===== src/rtl/poly_horner_sequencer_if.sv =====
// poly_horner_sequencer_if: request/result, coefficient-write and shared
// multiply/add unit signals of the Horner sequencer, grouped as one bundle.
// slave  : the sequencer side.
// master : the client / arithmetic-unit side.
interface poly_horner_sequencer_if #(
  parameter int BITS = 16,
  parameter int AW   = 2
);
  // Evaluation request and result
  logic            in_valid;
  logic            in_ready;
  logic [BITS-1:0] x_in;
  logic            out_valid;
  logic [BITS-1:0] x;
  logic            err;

  // Coefficient programming
  logic            coef_we;
  logic [AW-1:0]   coef_addr;
  logic [BITS-1:0] coef_wdata;
  logic            coef_err;

  // Shared multiplier
  logic            mul_in_valid;
  logic [BITS-1:0] mul_a;
  logic [BITS-1:0] mul_b;
  logic            mul_out_valid;
  logic [BITS-1:0] mul_c;

  // Shared adder
  logic            add_in_valid;
  logic [BITS-1:0] add_a;
  logic [BITS-1:0] add_b;
  logic            add_out_valid;
  logic [BITS-1:0] add_c;

  modport slave (
    input  in_valid, x_in,
    output in_ready, out_valid, x, err,
    input  coef_we, coef_addr, coef_wdata,
    output coef_err,
    output mul_in_valid, mul_a, mul_b,
    input  mul_out_valid, mul_c,
    output add_in_valid, add_a, add_b,
    input  add_out_valid, add_c
  );

  modport master (
    output in_valid, x_in,
    input  in_ready, out_valid, x, err,
    output coef_we, coef_addr, coef_wdata,
    input  coef_err,
    input  mul_in_valid, mul_a, mul_b,
    output mul_out_valid, mul_c,
    input  add_in_valid, add_a, add_b,
    output add_out_valid, add_c
  );
endinterface


===== src/rtl/poly_horner_sequencer.sv =====
// poly_horner_sequencer: evaluates p(x) = c0 + c1*x + ... + cDEGREE*x^DEGREE
// by Horner's rule, time-sharing one external multiply unit and one external
// add unit. Holds a programmable coefficient file and the handshake FSM.
// Optional watchdog: define POLY_SEQ_TIMEOUT_EN to abort a WAIT state after
// TIMEOUT cycles with err=1 and x=0.
module poly_horner_sequencer #(
  parameter int BITS    = 16,
  parameter int DEGREE  = 3,
  parameter int TIMEOUT = 64,
  parameter int AW      = $clog2(DEGREE + 1)
) (
  input logic                  clk,
  input logic                  rst,
  poly_horner_sequencer_if.slave bus
);

  typedef enum logic [2:0] {
    IDLE,
    MUL_ISSUE,
    MUL_WAIT,
    ADD_ISSUE,
    ADD_WAIT,
    DONE
  } state_t;

  state_t          state;
  logic [BITS-1:0] coef [DEGREE+1];
  logic [BITS-1:0] x_reg;
  logic [AW-1:0]   k;
  logic            addr_ok;

`ifdef POLY_SEQ_TIMEOUT_EN
  localparam int WD_W = $clog2(TIMEOUT + 1);
  logic [WD_W-1:0] wd_cnt;
`endif

  // Coefficient index range check (only matters when DEGREE+1 is not a power of two)
  always_comb begin
    addr_ok = (int'(bus.coef_addr) <= DEGREE);
  end

  // Coefficient file: writes land only while idle and in range, otherwise coef_err pulses
  always_ff @(posedge clk or posedge rst) begin
    if (rst) begin
      coef         <= '{default: '0};
      bus.coef_err <= 1'b0;
    end else begin
      bus.coef_err <= 1'b0;
      if (bus.coef_we) begin
        if (addr_ok && (state == IDLE)) begin
          coef[bus.coef_addr] <= bus.coef_wdata;
        end else begin
          bus.coef_err <= 1'b1;
        end
      end
    end
  end

  // Horner FSM with registered handshake and operand outputs.
  // The running accumulator is not kept separately: every unit result is
  // forwarded straight into the operand register of the next issue, so the
  // operand registers already hold acc whenever *_in_valid is high.
  always_ff @(posedge clk or posedge rst) begin
    if (rst) begin
      state            <= IDLE;
      x_reg            <= '0;
      k                <= '0;
      bus.in_ready     <= 1'b1;
      bus.out_valid    <= 1'b0;
      bus.x            <= '0;
      bus.err          <= 1'b0;
      bus.mul_in_valid <= 1'b0;
      bus.mul_a        <= '0;
      bus.mul_b        <= '0;
      bus.add_in_valid <= 1'b0;
      bus.add_a        <= '0;
      bus.add_b        <= '0;
`ifdef POLY_SEQ_TIMEOUT_EN
      wd_cnt           <= '0;
`endif
    end else begin
      bus.mul_in_valid <= 1'b0;
      bus.mul_a        <= '0;
      bus.mul_b        <= '0;
      bus.add_in_valid <= 1'b0;
      bus.add_a        <= '0;
      bus.add_b        <= '0;
      bus.out_valid    <= 1'b0;
      bus.err          <= 1'b0;

      unique case (state)
        IDLE: begin
          if (bus.in_valid) begin
            // A coefficient write in this same cycle is not yet visible,
            // so the first multiply uses the old c[DEGREE].
            x_reg            <= bus.x_in;
            k                <= AW'(DEGREE - 1);
            bus.in_ready     <= 1'b0;
            bus.mul_in_valid <= 1'b1;
            bus.mul_a        <= coef[DEGREE];
            bus.mul_b        <= bus.x_in;
            state            <= MUL_ISSUE;
          end
        end

        MUL_ISSUE: begin
          state <= MUL_WAIT;
`ifdef POLY_SEQ_TIMEOUT_EN
          wd_cnt <= '0;
`endif
        end

        MUL_WAIT: begin
          if (bus.mul_out_valid) begin
            bus.add_in_valid <= 1'b1;
            bus.add_a        <= bus.mul_c;
            bus.add_b        <= coef[k];
            state            <= ADD_ISSUE;
          end
`ifdef POLY_SEQ_TIMEOUT_EN
          else if (wd_cnt == WD_W'(TIMEOUT - 1)) begin
            bus.out_valid <= 1'b1;
            bus.x         <= '0;
            bus.err       <= 1'b1;
            state         <= DONE;
          end else begin
            wd_cnt <= wd_cnt + WD_W'(1);
          end
`endif
        end

        ADD_ISSUE: begin
          state <= ADD_WAIT;
`ifdef POLY_SEQ_TIMEOUT_EN
          wd_cnt <= '0;
`endif
        end

        ADD_WAIT: begin
          if (bus.add_out_valid) begin
            if (k == '0) begin
              bus.out_valid <= 1'b1;
              bus.x         <= bus.add_c;
              bus.err       <= 1'b0;
              state         <= DONE;
            end else begin
              k                <= k - AW'(1);
              bus.mul_in_valid <= 1'b1;
              bus.mul_a        <= bus.add_c;
              bus.mul_b        <= x_reg;
              state            <= MUL_ISSUE;
            end
          end
`ifdef POLY_SEQ_TIMEOUT_EN
          else if (wd_cnt == WD_W'(TIMEOUT - 1)) begin
            bus.out_valid <= 1'b1;
            bus.x         <= '0;
            bus.err       <= 1'b1;
            state         <= DONE;
          end else begin
            wd_cnt <= wd_cnt + WD_W'(1);
          end
`endif
        end

        DONE: begin
          bus.in_ready <= 1'b1;
          state        <= IDLE;
        end

        default: begin
          bus.in_ready <= 1'b1;
          state        <= IDLE;
        end
      endcase
    end
  end

endmodule


===== src/flat_wrapper.sv =====
// flat-port wrapper written by rule: the top's interface ports become plain ports
module poly_horner_sequencer_flat 
#(
  parameter int BITS    = 16,
  parameter int DEGREE  = 3,
  parameter int TIMEOUT = 64,
  parameter int AW      = $clog2(DEGREE + 1)
)
  (clk, rst, bus_in_valid, bus_x_in, bus_in_ready, bus_out_valid, bus_x, bus_err, bus_coef_we, bus_coef_addr, bus_coef_wdata, bus_coef_err, bus_mul_in_valid, bus_mul_a, bus_mul_b, bus_mul_out_valid, bus_mul_c, bus_add_in_valid, bus_add_a, bus_add_b, bus_add_out_valid, bus_add_c);
  poly_horner_sequencer_if #(.BITS(BITS), .AW(AW)) bus_i ();
  input logic clk;
  input logic rst;
  input wire logic [$bits(bus_i.in_valid)-1:0] bus_in_valid;
  input wire logic [$bits(bus_i.x_in)-1:0] bus_x_in;
  output wire logic [$bits(bus_i.in_ready)-1:0] bus_in_ready;
  output wire logic [$bits(bus_i.out_valid)-1:0] bus_out_valid;
  output wire logic [$bits(bus_i.x)-1:0] bus_x;
  output wire logic [$bits(bus_i.err)-1:0] bus_err;
  input wire logic [$bits(bus_i.coef_we)-1:0] bus_coef_we;
  input wire logic [$bits(bus_i.coef_addr)-1:0] bus_coef_addr;
  input wire logic [$bits(bus_i.coef_wdata)-1:0] bus_coef_wdata;
  output wire logic [$bits(bus_i.coef_err)-1:0] bus_coef_err;
  output wire logic [$bits(bus_i.mul_in_valid)-1:0] bus_mul_in_valid;
  output wire logic [$bits(bus_i.mul_a)-1:0] bus_mul_a;
  output wire logic [$bits(bus_i.mul_b)-1:0] bus_mul_b;
  input wire logic [$bits(bus_i.mul_out_valid)-1:0] bus_mul_out_valid;
  input wire logic [$bits(bus_i.mul_c)-1:0] bus_mul_c;
  output wire logic [$bits(bus_i.add_in_valid)-1:0] bus_add_in_valid;
  output wire logic [$bits(bus_i.add_a)-1:0] bus_add_a;
  output wire logic [$bits(bus_i.add_b)-1:0] bus_add_b;
  input wire logic [$bits(bus_i.add_out_valid)-1:0] bus_add_out_valid;
  input wire logic [$bits(bus_i.add_c)-1:0] bus_add_c;
  assign bus_i.in_valid = bus_in_valid;
  assign bus_i.x_in = bus_x_in;
  assign bus_in_ready = bus_i.in_ready;
  assign bus_out_valid = bus_i.out_valid;
  assign bus_x = bus_i.x;
  assign bus_err = bus_i.err;
  assign bus_i.coef_we = bus_coef_we;
  assign bus_i.coef_addr = bus_coef_addr;
  assign bus_i.coef_wdata = bus_coef_wdata;
  assign bus_coef_err = bus_i.coef_err;
  assign bus_mul_in_valid = bus_i.mul_in_valid;
  assign bus_mul_a = bus_i.mul_a;
  assign bus_mul_b = bus_i.mul_b;
  assign bus_i.mul_out_valid = bus_mul_out_valid;
  assign bus_i.mul_c = bus_mul_c;
  assign bus_add_in_valid = bus_i.add_in_valid;
  assign bus_add_a = bus_i.add_a;
  assign bus_add_b = bus_i.add_b;
  assign bus_i.add_out_valid = bus_add_out_valid;
  assign bus_i.add_c = bus_add_c;
  poly_horner_sequencer #(.BITS(BITS), .DEGREE(DEGREE), .TIMEOUT(TIMEOUT), .AW(AW)) u_core (.clk(clk), .rst(rst), .bus(bus_i));
endmodule

===== config.mk =====
export PLATFORM = sky130hd
export DESIGN_NAME = poly_horner_sequencer_flat
export DESIGN_NICKNAME = d
export VERILOG_FILES = /design/src/rtl/poly_horner_sequencer_if.sv /design/src/rtl/poly_horner_sequencer.sv /design/src/flat_wrapper.sv
export SDC_FILE = /design/constraint.sdc
export NUM_CORES = 1
export LEC_CHECK = 0
export CORE_ASPECT_RATIO = 0.75
export CORE_MARGIN = 2
export CORE_UTILIZATION = 30
export DETAILED_ROUTE_END_ITERATION = 7
export GPL_TIMING_DRIVEN = 0
export PLACE_DENSITY_LB_ADDON = 0.15
export SLEW_MARGIN = 10
export SYNTH_ARGS = -nofsm -noshare
export SYNTH_HDL_FRONTEND = slang
export SYNTH_SLANG_ARGS = --single-unit

===== constraint.sdc =====
create_clock -name clk -period 9.05 [get_ports clk]
set_input_delay 1.81 -clock clk [delete_from_list [all_inputs] [get_ports clk]]
set_output_delay 1.81 -clock clk [all_outputs]
set_load 0.005 [all_outputs]

* Word-level counts from Yosys, hierarchy flattened
Cells that the tools add are included.
** Storage, ports and cells
- Logic and storage cells :: 83
- Bits in registers :: 170
- Output and inout bits :: 86
- Input bits :: 72
** Operators by class
- $add $sub $neg :: 1
- Bitwise operators :: 3
- Reductions and logical operators :: 11
- Mux-type cells :: 40
- Equality and inequality tests :: 8
- Order comparisons :: 3
** Operators with widths (count)
- 16-bit two-way mux :: 13
- 64-bit bitwise mux :: 1
- 16-bit case mux with 2 select lines :: 2
- 16-bit binary-select mux with 2-bit select :: 1
- 16-bit demux with 2-bit select :: 1
- 3-bit case mux with 5 select lines :: 1
- 3-bit two-way mux :: 4
- 1-bit two-way mux :: 11
- 2-bit != test (second input constant) :: 4
- 3-bit by 2-bit equality test with 1-bit output (second input constant) :: 2
- 3-bit >= comparator (second input constant) :: 2
- 2-bit two-way mux :: 3
- 2-bit NOT with 3-bit output :: 2
- 2-bit AND reduction :: 3
- 3-bit AND reduction :: 2
- 1-bit case mux with 2 select lines :: 2
- 2-bit case mux with 2 select lines :: 1
- 4-bit AND reduction :: 1
- 4-bit OR reduction :: 1
- 3-bit by 1-bit equality test with 1-bit output (second input constant) :: 1
- 3-bit equality test (second input constant) :: 1
- 3-bit zero test :: 1
- 3-bit by 1-bit < comparator with 1-bit output (second input constant) :: 1
- 2-bit zero test :: 1
- 4 further kinds :: 4

* Longest topological paths before layout
- Depth in word-level cells :: 6
- Depth in mapped cells :: 8
- Depth with buffers taken out :: 5

* Worst setup path after synthesis
Ideal clock, no wire load.
- Path type :: in2reg
- Start point :: in bus_coef_we
- End point :: reg u_core.coef[0] in the netlist's numbering
- Arrival time :: 2.951 ns
- Required time :: 8.923 ns
- Path slack :: 5.972 ns
- Stages on the path :: 5
- Library setup time :: 0.127 ns
- Buffers on the path :: 2
- Cell sequence :: nor4b_4 -> and3_1 -> buf_4 -> buf_8 -> mux2_1
** Between the ends
- Word-level cells in the longest chain between the ends :: 1
** RTL lines
- from (decl) :: RTL line flat_wrapper.sv:19 : input wire logic [$bits(bus_i.coef_we)-1:0] bus_coef_we;
- 2-bit AND reduction (no line)
- to (signal, indexed assignment) :: RTL line poly_horner_sequencer.sv:51 : coef[bus.coef_addr] <= bus.coef_wdata;
- to (decl) :: RTL line poly_horner_sequencer.sv:27 : logic [BITS-1:0] coef [DEGREE+1];
No other way between the ends.
A chain may end at the register's enable or synchronous reset.

* Final worst setup path
- Start point :: in bus_add_out_valid
- End point :: reg u_core.bus.mul_a[13]
** Between the ends
- Word-level cells in the longest chain between the ends :: 2
** RTL lines
- from (decl) :: RTL line flat_wrapper.sv:31 : input wire logic [$bits(bus_i.add_out_valid)-1:0] bus_add_out_valid;
- 16-bit two-way mux :: RTL line poly_horner_sequencer.sv:140 : if (bus.add_out_valid) begin
- 16-bit case mux with 2 select lines :: RTL line poly_horner_sequencer.sv:91 : unique case (state)
- to (signal assigned) :: RTL line poly_horner_sequencer.sv:100 : bus.mul_a <= coef[DEGREE];
- to (signal assigned) :: RTL line poly_horner_sequencer.sv:149 : bus.mul_a <= bus.add_c;
- to (decl) :: RTL line poly_horner_sequencer_if.sv:42 : output mul_in_valid, mul_a, mul_b,
No other way between the ends.

==> results_dict.tcl <==
set metrics [dict create \
    status "finished clean" \
    fin_area_um2 9163 \
    clock_path_buffers 2 \
    cts_tree "done" \
    wl_per_cell_um 18.33 \
    seq_power_share 0.425 \
    path_clk_slew_ps 70 \
    setup_viol 0 \
    syn_area_per_cell_um2 15.99 \
    initial_core_util 0.3034 \
    crit_chain "clkdlybuf4s50_1 > nand3b_1 > nor2_1 > clkbuf_1 > a22o_1" \
    syn-num-nets 489 \
    dieArea_um2 23340 \
    largest_register_ffs 64 \
    grt_max_degree 101 \
    synthDistinctLibCells 37 \
    layout_min_cycle_time_ps 3545 \
    synth_cells 415 \
    cts_post_setup_buffers_inserted 0 \
    num_vias 4055 \
    mostFrequentLayoutCells "dfrtp_1, clkdlybuf4s50_1, mux2_2" \
    antenna_found_initial 0 \
    cts-root-buf "clkbuf_16" \
    crit_buf_inv 2 \
    grt_use_total 0.1490 \
    crit_arrival_ps 3900 \
    detail-route-antenna-nets 0 \
    ctsHtreeMaxLevel 4 \
    clock_power_share 0.251 \
    finalMaxSlewViolations 0 \
    start_kind "input port" \
    coreArea_um2 21880 \
    max_clock_freq_mhz 282.1 \
    globalRouteOverflowTotal 0 \
    critPathCaptureType "register" \
    crit_path_max_incr_delay_ps 680 \
    port_buffers 156 \
    path_max_fanout 10 \
    via_per_inst 4.516 \
    synth_edf_count 0 \
    relSlewSlack 0.4399 \
    place_hpwl_um 10960 \
    drcViolationCount 0 \
    worstPathRequired_ps 9400 \
    routed_wl_um 16460 \
    setup_tns_ps 0 \
    io_pins 158 \
    gp_congestion 0.7486 \
    p_leak_nw 4.040 \
    final_common_cell "dfrtp_1" \
    intPower_mw 1.989 \
    yosys_warnings 0 \
    dp_slack_ps 4990 \
    cts_sinks 170 \
    clock_latency_ps 430 \
    cts_buffers 17 \
    worstMarginPinSlew_ps 840.2 \
    fin_util 0.4188 \
    critPathKind "in2reg" \
    die_w_um 175.7 \
    crit_path_top_delay_cell "clkbuf_1" \
    ys_seq_area_frac 0.6412 \
    hold_path.class "reg2reg" \
    maxCapViolations 0 \
    layout-drive-gt1-share 0.2301 \
    syn_area_um2 6636 \
    cts_hold_buf 0 \
    place_area_um2 8601 \
    power.net_switching_uw 800.9 \
    die_h_um 132.8 \
    synth_flop_cell "dfrtp_1" \
    fin_hold_ws_ps 487.6 \
    pwr-share-comb 0.323 \
    top_register "u_core.coef" \
    area_delta_synth_final_pct 38.07 \
    grt_pass1_vias 4371 \
    peakVddDrop_mv 0.1348 \
    first_iter_violations 228 \
    clock_skew_ps 8.258 \
    dr.pass1.iters 5 \
    synth-seq-cells 170 \
    synthArstFlopShare 1.000 \
    timing.final.crit_share 0.3917 \
    grt_setup_unrepaired "no" \
    crit_family "buffers and inverters" \
    hold_violations 0 \
    p_sw_frac 0.2871 \
    grt_first_pass_wirelength_um 26100 \
    antenna_cells 0 \
    power.density_nw_per_um2 304.5 \
    cts.repair.resized 0 \
    fin_nets 665 \
    setup_slack_ps 5505 \
    rows 47 \
]
## power by group through the flow
stage / combinational (mW) / sequential [mW] / clock [mW]
2_1_floorplan: 0.524 / 1.17 / 0
6_report: 0.902 / 1.19 / 0.701
3_5_place_dp: 0.916 / 1.20 / 0
3_3_place_gp: 0.898 / 1.19 / 0
5_1_grt: 0.983 / 1.22 / 0.757
4_1_cts: 0.921 / 1.19 / 0.725
## cell type report
| class | instances | area, um2 |
|---|---|---|
| buffer | 26 | 151.4 |
| timing repair buffer | 157 | 1589 |
| sequential | 170 | 4255 |
| clock inverter | 13 | 118.9 |
| multi-input combinational | 213 | 2207 |
| tap | 294 | 367.9 |
| clock buffer | 19 | 442.9 |
| inverter | 6 | 30.03 |
| fill | 2031 | 12710 |
## cell families after synthesis
family / Yosys count / share of synthesized area
flops: 170 / 0.6412
other cells: 1 / 0.0005651
buf+inv: 32 / 0.02621
compound gates: 44 / 0.05505
xor+xnor: 1 / 0.001320
simple gates: 53 / 0.05468
mux: 112 / 0.2172
fa+ha+maj: 2 / 0.003770
## routing by layer
| layer | GRT usage | vias up | wire length, um |
|---|---|---|---|
| met5 | 0 | - | 0 |
| met4 | 0.03857 | 0 | 158 |
| met3 | 0.04224 | 17 | 945 |
| met2 | 0.2246 | 127 | 7362 |
| met1 | 0.2120 | 2068 | 7990 |
| li1 | - | 1843 | - |
## path summary, 6_finish.rpt
check                                   from              endpoint  slack, ps  cells after the start
max in group asynchronous                rst   u_core.bus.add_b[7]       6350                      3
min                          u_core.coef[28]       u_core.coef[28]        490                      1
max                        bus_add_out_valid  u_core.bus.mul_a[13]       5510                      5
min in group asynchronous                rst   u_core.bus.add_a[5]       1890                      2
min reg2reg                  u_core.coef[28]       u_core.coef[28]        490                      1
max reg2reg                      u_core.k[0]  u_core.bus.mul_a[13]       5730                      8
## Yosys cell counts, drive strengths merged, types with 2 or more instances
cell type | n | share of area
a22o | 32 | 0.042
mux4 | 16 | 0.054
dfrtp | 169 | 0.64
a21oi | 2 | 0.0015
nand2 | 2 | 0.0015
nor2 | 6 | 0.0034
mux2 | 96 | 0.16
nand3b | 6 | 0.011
and2 | 32 | 0.030
buf | 19 | 0.019
clkbuf | 7 | 0.0040
o211ai | 2 | 0.0023
o21ai | 2 | 0.0015
ha | 2 | 0.0038
inv | 6 | 0.0034
## through the flow
step                      power [mW]  instances
after CTS                      2.833        898
after detailed placement       2.114        866
final                          2.790        898
after floorplan                1.696        415
after global routing           2.962        898
after global placement         2.083        865
(Power assumes the default switching activity.)
